`src/rtl/if_fetch_unit.sv`:
```
// if_fetch_unit: instruction fetch stage. Owns the PC, issues one-cycle requests
// to instruction memory, waits for the variable-latency response, and presents
// the fetch bundle (instr, pc_plus_4, interrupt, interrupt_mask) to IF/ID.
// Optional build macro: IF_IRQ_SYNC_EN -- irq passes through a two-flop
// synchronizer before the pending logic.
//
// state | meaning
// ISSUE | request pc this cycle (suppressed while redirect is high)
// WAIT  | one request outstanding, waiting for imem_rvalid
// VALID | bundle held for IF/ID; handoff also issues the next request
// DROP  | outstanding response is stale, discard it when it arrives
module if_fetch_unit #(
   parameter logic [31:0] RESET_PC   = 32'h0000_0000,
   parameter logic [31:0] IRQ_VECTOR = 32'h0000_0100
) (
   input  logic        clk,
   input  logic        rst,
   input  logic        stall,
   input  logic        redirect,
   input  logic [31:0] redirect_pc,
   input  logic        irq,
   input  logic        irq_ret,
   output logic        imem_req,
   output logic [31:0] imem_addr,
   input  logic        imem_rvalid,
   input  logic [31:0] imem_rdata,
   output logic        fetch_valid,
   output logic [31:0] instr,
   output logic [31:0] pc_plus_4,
   output logic        interrupt,
   output logic        interrupt_mask
);

   typedef enum logic [1:0] {ISSUE, WAIT, VALID, DROP} state_t;

   state_t      state;
   logic [31:0] pc;
   logic [31:0] instr_q;
   logic [31:0] addr_q;
   logic        irq_pend;
   logic        mask_q;
   logic        irq_s;
   logic        handoff;
   logic        entry;
   logic        bundle_on;
   logic [31:0] seq_pc;
   logic [31:0] next_pc;

`ifdef IF_IRQ_SYNC_EN
   logic irq_meta;
   logic irq_sync;

   // two-flop synchronizer for the asynchronous interrupt line
   always_ff @(posedge clk or posedge rst) begin
      if (rst) begin
         irq_meta <= 1'b0;
         irq_sync <= 1'b0;
      end else begin
         irq_meta <= irq;
         irq_sync <= irq_meta;
      end
   end

   assign irq_s = irq_sync;
`else
   assign irq_s = irq;
`endif

   // handoff / next-PC selection; redirect outranks everything via state logic
   always_comb begin
      handoff   = (state == VALID) && !stall && !redirect;
      entry     = handoff && irq_pend;
      seq_pc    = addr_q + 32'd4;
      next_pc   = entry ? IRQ_VECTOR : seq_pc;
      bundle_on = (state == VALID) && !redirect;
   end

   // request and bundle outputs; redirect kills both in the same cycle
   always_comb begin
      imem_req       = !rst && (((state == ISSUE) && !redirect) || handoff);
      imem_addr      = handoff ? next_pc : pc;
      fetch_valid    = bundle_on;
      instr          = bundle_on ? instr_q : 32'd0;
      pc_plus_4      = bundle_on ? seq_pc : 32'd0;
      interrupt      = bundle_on && irq_pend;
      interrupt_mask = mask_q;
   end

   // fetch FSM with PC, captured bundle and interrupt pending/mask state
   always_ff @(posedge clk or posedge rst) begin
      if (rst) begin
         state    <= ISSUE;
         pc       <= RESET_PC;
         instr_q  <= 32'd0;
         addr_q   <= 32'd0;
         irq_pend <= 1'b0;
         mask_q   <= 1'b0;
      end else begin
         case (state)
            ISSUE: begin
               if (redirect) pc <= redirect_pc;
               else          state <= WAIT;
            end
            WAIT: begin
               if (redirect) begin
                  pc    <= redirect_pc;
                  state <= imem_rvalid ? ISSUE : DROP;
               end else if (imem_rvalid) begin
                  instr_q <= imem_rdata;
                  addr_q  <= pc;
                  state   <= VALID;
               end
            end
            VALID: begin
               if (redirect) begin
                  pc    <= redirect_pc;
                  state <= ISSUE;
               end else if (handoff) begin
                  pc    <= next_pc;
                  state <= WAIT;
               end
            end
            DROP: begin
               // a redirect arriving here still retargets the post-drop fetch
               if (redirect)    pc <= redirect_pc;
               if (imem_rvalid) state <= ISSUE;
            end
            default: state <= ISSUE;
         endcase

         if (entry)                  irq_pend <= 1'b0;
         else if (irq_s && !mask_q)  irq_pend <= 1'b1;

         if (entry)        mask_q <= 1'b1;
         else if (irq_ret) mask_q <= 1'b0;
      end
   end

endmodule
```
`config.mk`:
```
export PLATFORM = sky130hd
export DESIGN_NAME = if_fetch_unit
export DESIGN_NICKNAME = d
export VERILOG_FILES = /design/src/rtl/if_fetch_unit.sv
export SDC_FILE = /design/constraint.sdc
export NUM_CORES = 1
export LEC_CHECK = 0
export ABC_AREA = 1
export CAP_MARGIN = 20
export CORE_MARGIN = 2
export CORE_UTILIZATION = 43
export CTS_CLUSTER_SIZE = 20
export DETAILED_ROUTE_END_ITERATION = 16
export GPL_ROUTABILITY_DRIVEN = 1
export HOLD_SLACK_MARGIN = 0.02
export PLACE_DENSITY = 0.78
export SLEW_MARGIN = 5
export SYNTH_ARGS = -nofsm -noshare
export SYNTH_HDL_FRONTEND = slang
export SYNTH_SLANG_ARGS = --single-unit
```
`constraint.sdc`:
```
create_clock -name clk -period 3.5 [get_ports clk]
set_input_delay 1.05 -clock clk [delete_from_list [all_inputs] [get_ports clk]]
set_output_delay 1.05 -clock clk [all_outputs]
set_load 0.02 [all_outputs]
```
==> results of run 1 <==
[per-stage QoR]
step           TNS (ns)  hold slack (ns)  utilization (%)
4_1_cts               0            0.504             61.3
3_5_place_dp     -31.96            0.483             59.5
2_1_floorplan         0            0.453                -
6_report              0            0.499             61.3
5_1_grt         -0.0298            0.531             61.3
3_3_place_gp     -30.15            0.466             59.5
[state kept, by name, summed over array words and instances (netlist names)]
register        count
instr_q            32
interrupt_mask      1
state               2
addr_q             32
irq_pend            1
pc                 32
[power groups by stage]
| stage | logic, uW | clock network, uW | registers (uW) |
|---|---|---|---|
| after detailed placement | 2230 | 0 | 1860 |
| after floorplan | 1430 | 0 | 1790 |
| after global placement | 2190 | 0 | 1850 |
| final | 2130 | 939 | 1850 |
| after CTS | 2150 | 956 | 1850 |
| after global routing | 2370 | 992 | 1900 |
[final cells by class]
cell class                 count  area [um2]
tap                          172         215
clock buffer                  10         229
sequential                   100        2500
inverter                      89         345
clock inverter                 6        47.5
multi-input combinational    558        2480
timing repair buffer         193        1850
fill                        1216        4840
[metal layers]
| layer | global-route usage, % | share of wire, % | up-vias | wire, um |
|---|---|---|---|---|
| li1 | - | - | 2739 | - |
| met1 | 30.0 | 43 | 2470 | 6580 |
| met2 | 36.2 | 48 | 177 | 7330 |
| met3 | 4.10 | 5.6 | 34 | 846 |
| met4 | 8.08 | 2.5 | 0 | 376 |
| met5 | 0 | 0 | - | 0 |
[worst reg2reg max path, delay by kind of cell (launching register included)]
family | cells | cell delay, ns
compound gates | 1 | 0.24
simple gates | 8 | 0.70
fa+ha+maj | 1 | 0.24
flops | 1 | 0.42
buf+inv | 1 | 0.15
[cell families (layout without fill, tap and decap cells)]
logic type,after synthesis,after routing,share of synthesized area (%)
DFF,100,100,45.9
AOI/OAI and AO/OA,97,97,10.6
buffers and inverters,122,298,9.17
xor gates and xnor gates,7,7,1.12
adders and majority gates,1,1,0.229
and+or+nand+nor,453,453,33.0
[placed cells by master, fill, tap and decap left out, drive strengths merged]
master         Yosys  routed
nand3             30      30
o22ai             12      12
nor2             163     163
dfrtp            100     100
clkdlybuf4s15      0       9
and2               1       1
clkinv             1       4
a21oi             55      55
xor2               4       4
clkinvlp           0       2
clkdlybuf4s50      0      80
clkbuf            11      26
nand4              1       1
inv               88      89
nand2            257     257
o21bai             1       1
dlymetal6s2s       0      20
ha                 1       1
o21ai             29      29
buf               22      24
dlygate4sd2        0      44
nor3               1       1
xnor2              3       3
[worst min path at each step]
stage | startpoint | end | slack [ns] | cells past startpoint
after detailed placement | addr_q[1] | addr_q[1] | 0.48 | 2
final | addr_q[1] | addr_q[1] | 0.50 | 2
after global placement | addr_q[0] | addr_q[0] | 0.47 | 2
after floorplan | addr_q[0] | addr_q[0] | 0.45 | 2
after CTS | addr_q[1] | addr_q[1] | 0.50 | 2
after global routing | instr_q[30] | instr_q[30] | 0.53 | 2
==> results.cfg, run 1 <==
[setup_path]
reg2reg_depth = 11
end_kind = output port
reg2reg_setup_slack_ns = 1.64
critical_path_class = input port to output port
arrival_ns = 2.40
crit_start = redirect
worstPathMaxFanout = 32
crit_path_start_kind = input port
path_delay_family = buffers and inverters
required_ns = 2.45
worst_r2r_endpoint = pc[20]
endpoint = pc_plus_4[25]
r2r-start = addr_q[2]
crit_chain = dlygate4sd2_1 > inv_4 > nand2_4 > buf_12 > nor2_1 > clkdlybuf4s50_1
cp.depth = 6
cp_num_buf_inv = 4
slowest_stage = clkdlybuf4s50_1
cp_slowest_stage_delay_ns = 0.61

[logic_synthesis]
yosysMostFrequentCell = nand2_1
ys.flop_type = dfrtp_1
synth-edff-count = 0
avgSynthCellArea_um2 = 7.00
synth_area_leader_cell = dfrtp_1
async_flop_share_pct = 100
synth.distinct_cells = 31
syn_nets = 852
synthTopCellsByArea = dfrtp_1 46%, nand2_1 17%, nor2_1 11%, inv_1 5.9%, a21oi_1 5.0%
synth_common_cells = 254 x nand2_1, 156 x nor2_1, 100 x dfrtp_1, 86 x inv_1, 55 x a21oi_1
synth_area_um2 = 5460
ys_seq_area_share_pct = 45.9
synthCells = 780
yosys_warnings = 0
synth.ff_latch_count = 100
synth_top_area_share_pct = 45.9

[pwr]
p_int_uw = 2860
pwr-share-comb_pct = 43.3
ir_drop_mv = 0.326
totalPowerFinal_uw = 4920
seqPwrFrac_pct = 37.6
cellPowerDensity_nw_per_um2 = 641
power.switching_uw = 2060
swShare_pct = 41.8
leakagePower_uw = 0.00435
power_frac_clock_pct = 19.1

[placement]
gp_congestion = 0.958
place_hpwl_um = 11100
place_ws_ns = -0.479
place_area_um2 = 7450
dp.cells = 1112
portBuffers = 170

[timing]
worst_pin_slew_ns = 0.710
maxSlewHeadroom_pct = 52.6
skew_ns = 0.0108
setup_viol_count_final = 0
period_share_pct = 98.7
hold_viol = 0
min_period_ns = 3.45
worst_slack_ns = 0.0470
max_freq_mhz = 290
slew_viol_final = 0

[job]
max_cap_violations = 0

[cts]
htreeDepth = 3
clock_path_buffers = 2
clk_pin_slew_ns = 0.07
cts_buffers = 9
cts_tree = done
postCtsSetupBuffers = 0
post_cts_hold_buffer_count = 0
clk_latency_ns = 0.34
cts-resized-gates = 79
clock_sinks = 100
clock-root-buffer = clkbuf_16

[die]
die_height_um = 117
dieArea_um2 = 13600
ioPinCount = 171
die_w_um = 117
core_area_um2 = 12500
fp-row-count = 41
initial_core_util_pct = 43.6

[grt]
track_usage_pct = 22.3
grt_pass1_vias = 4924
overflow = 0
grt_max_degree = 53
antenna_found_initial = 0
grt_pass1_wl_um = 23800

[routing]
vias = 5420
wirelength_um = 15100
drc = 0
viasPerCell = 4.80
wl_per_cell_um = 13.4
drt_iter0_markers = 387
ant_nets = 0
first_pass_iters = 4

[cells_and_area]
drive_gt1_share_pct = 9.31
final_area_um2 = 7680
insertedDiodeCount = 0
final_cells = 1128
area.growth.synth_to_final_pct = 40.7
final_nets = 1023

[hold_path]
hp-class = flop to flop

[run_status]
status = finished, final reports clean
Note: power is estimated with default switching activity, not from simulation.
==> run 2: changes to the inputs <==
--- a/config.mk
+++ b/config.mk
@@ -8,12 +8,13 @@
 export ABC_AREA = 1
 export CAP_MARGIN = 20
 export CORE_MARGIN = 2
-export CORE_UTILIZATION = 43
+export CORE_UTILIZATION = 44
+export CTS_BUF_LIST = sky130_fd_sc_hd__clkbuf_8
 export CTS_CLUSTER_SIZE = 20
 export DETAILED_ROUTE_END_ITERATION = 16
 export GPL_ROUTABILITY_DRIVEN = 1
 export HOLD_SLACK_MARGIN = 0.02
-export PLACE_DENSITY = 0.78
+export PLACE_DENSITY = 0.79
 export SLEW_MARGIN = 5
 export SYNTH_ARGS = -nofsm -noshare
 export SYNTH_HDL_FRONTEND = slang
==> results.cfg, run 2 (synthesized netlist as in run 1, its figures left out) <==
[cts]
clock_path_buffers = 2
cts_buffers = 9
cts_tree = done
clk_pin_slew_ns = 0.09
post_cts_hold_buffer_count = 0
clock-root-buffer = clkbuf_8
htreeDepth = 3
postCtsSetupBuffers = 0
clock_sinks = 100
clk_latency_ns = 0.37

[routing]
vias = 5401
first_pass_iters = 5
drc = 0
route.met3.wl_um = 938
drt_iter0_markers = 332
routed.top_layer = met4
viasPerCell = 4.81
wl_per_cell_um = 13.6
wl_met2_um = 7360
wirelength_um = 15300
ant_nets = 0
met1_length_um = 6620

[cells_and_area]
drive_gt1_share_pct = 13.9
n_fill_cell = 1107
final_area_um2 = 7480
mostFrequentLayoutCell = nand2_1
final_cells = 1122
layout_common_cells = 254 x nand2_1, 153 x nor2_1, 99 x dfrtp_1, 86 x inv_1, 69 x clkdlybuf4s50_1
area.growth.synth_to_final_pct = 37.1
insertedDiodeCount = 0
final_nets = 1022
reg.largest.list = addr_q x32, instr_q x32, pc x32

[placement]
portBuffers = 170
place_area_um2 = 7480
gp_congestion = 0.928
place_hpwl_um = 11200
dp.cells = 1106

[pwr]
power.switching_uw = 2010
cellPowerDensity_nw_per_um2 = 624
ir_drop_mv = 0.287
totalPowerFinal_uw = 4660
seqPwrFrac_pct = 39.6
p_int_uw = 2650
power_frac_clock_pct = 14.9
swShare_pct = 43.1
pwr-share-comb_pct = 45.5
leakagePower_uw = 0.00399

[grt]
grt_pass1_vias = 5005
overflow = 0
grt_max_degree = 67
track_usage_pct = 23.6
antenna_found_initial = 0
grt_pass1_wl_um = 24500

[timing]
rsz0062_at_grt = no
max_freq_mhz = 299
period_share_pct = 95.6
worst_pin_slew_ns = 0.577
slew_viol_final = 0
skew_ns = 0.00935
hold_ws_ns = 0.503
maxSlewHeadroom_pct = 61.5
setup_viol_count_final = 0
min_period_ns = 3.35
hold_viol = 0

[die]
initial_core_util_pct = 45.2
core_area_um2 = 12100
die_height_um = 115
fp-row-count = 40
die_w_um = 115
ioPinCount = 171
dieArea_um2 = 13300

[setup_path]
critical_path_class = flop to output port
worstPathMaxFanout = 4
crit_path_start_kind = flop
required_ns = 2.45
arrival_ns = 2.30
end_kind = output port
reg2reg_depth = 11

[job]
max_cap_violations = 0

[run_status]
status = finished, final reports clean

[hold_path]
hold-path-cell-count = 2
hp-class = flop to flop
[run 2: cell count changes in the layout (fill, tap and decap cells not counted), sizes merged]
cell           delta
buf              +49
clkinvlp          -1
clkbuf           -14
clkdlybuf4s50    -11
dlymetal6s2s     -19
inv               -1
bufbuf            +1
dlygate4sd2      -24
clkdlybuf4s15    +18
[run 2: layout make-up]
class	instances	area, um2	area share, %
flip-flops and latches	100	2500	33.5
multi-input cells	558	2480	33.1
repair buffers	192	1760	23.6
inverters	89	345	4.62
well taps	168	210	2.81
clock buffers	11	151	2.02
clock inverters	4	26.3	0.351
[run 2: path summary, 6_finish.rpt]
| check | from | endpoint | slack [ns] |
|---|---|---|---|
| min | addr_q[0] | addr_q[0] | 0.50 |
| min reg2reg | addr_q[0] | addr_q[0] | 0.50 |
| max | addr_q[10] | pc_plus_4[30] | 0.15 |
| max reg2reg | addr_q[2] | pc[28] | 1.60 |
| min in group asynchronous | rst | instr_q[23] | 1.09 |
| max in group asynchronous | rst | addr_q[2] | 1.79 |
[run 2: critical path, stage by stage (launching register included)]
cell and delay (ns):
dfrtp_1 0.43, nand2_1 0.15, nor2_1 0.24, nand2_1 0.16, nor2_1 0.25, nand2_1 0.09
nand2_1 0.08, nand2_1 0.09, nor2_1 0.09, dlygate4sd2_1 0.33
[run 2: layer usage]
metal / GRT usage, % / vias to the layer above
met3: 4.48 / 29
met5: 0 / -
met1: 31.8 / 2475
met2: 37.9 / 173
li1: - / 2724
met4: 8.67 / 0
[run 2: what timing repair did]
item                                    4_1_cts  5_1_grt
resized for setup                           307        8
endpoints found under the setup margin       98       16
gates cloned                                  1        0
hold endpoints to repair                      0        0
[run 2: stage by stage]
step           setup TNS [ns]  setup WS [ns]  util [%]
3_5_place_dp           -32.11         -0.468      62.0
5_1_grt                     0         0.0178      62.0
3_3_place_gp           -31.56         -0.441      62.0
4_1_cts                     0        0.00235      61.9
6_report                    0          0.154      62.0
2_1_floorplan               0          0.275         -
[run 2: power by group through the flow]
stage | Combinational (uW) | Clock [uW] | Sequential, uW
after detailed placement | 2240 | 0 | 1860
after global routing | 2370 | 750 | 1900
final | 2120 | 694 | 1850
after floorplan | 1430 | 0 | 1790
after global placement | 2210 | 0 | 1850
after CTS | 2130 | 711 | 1840
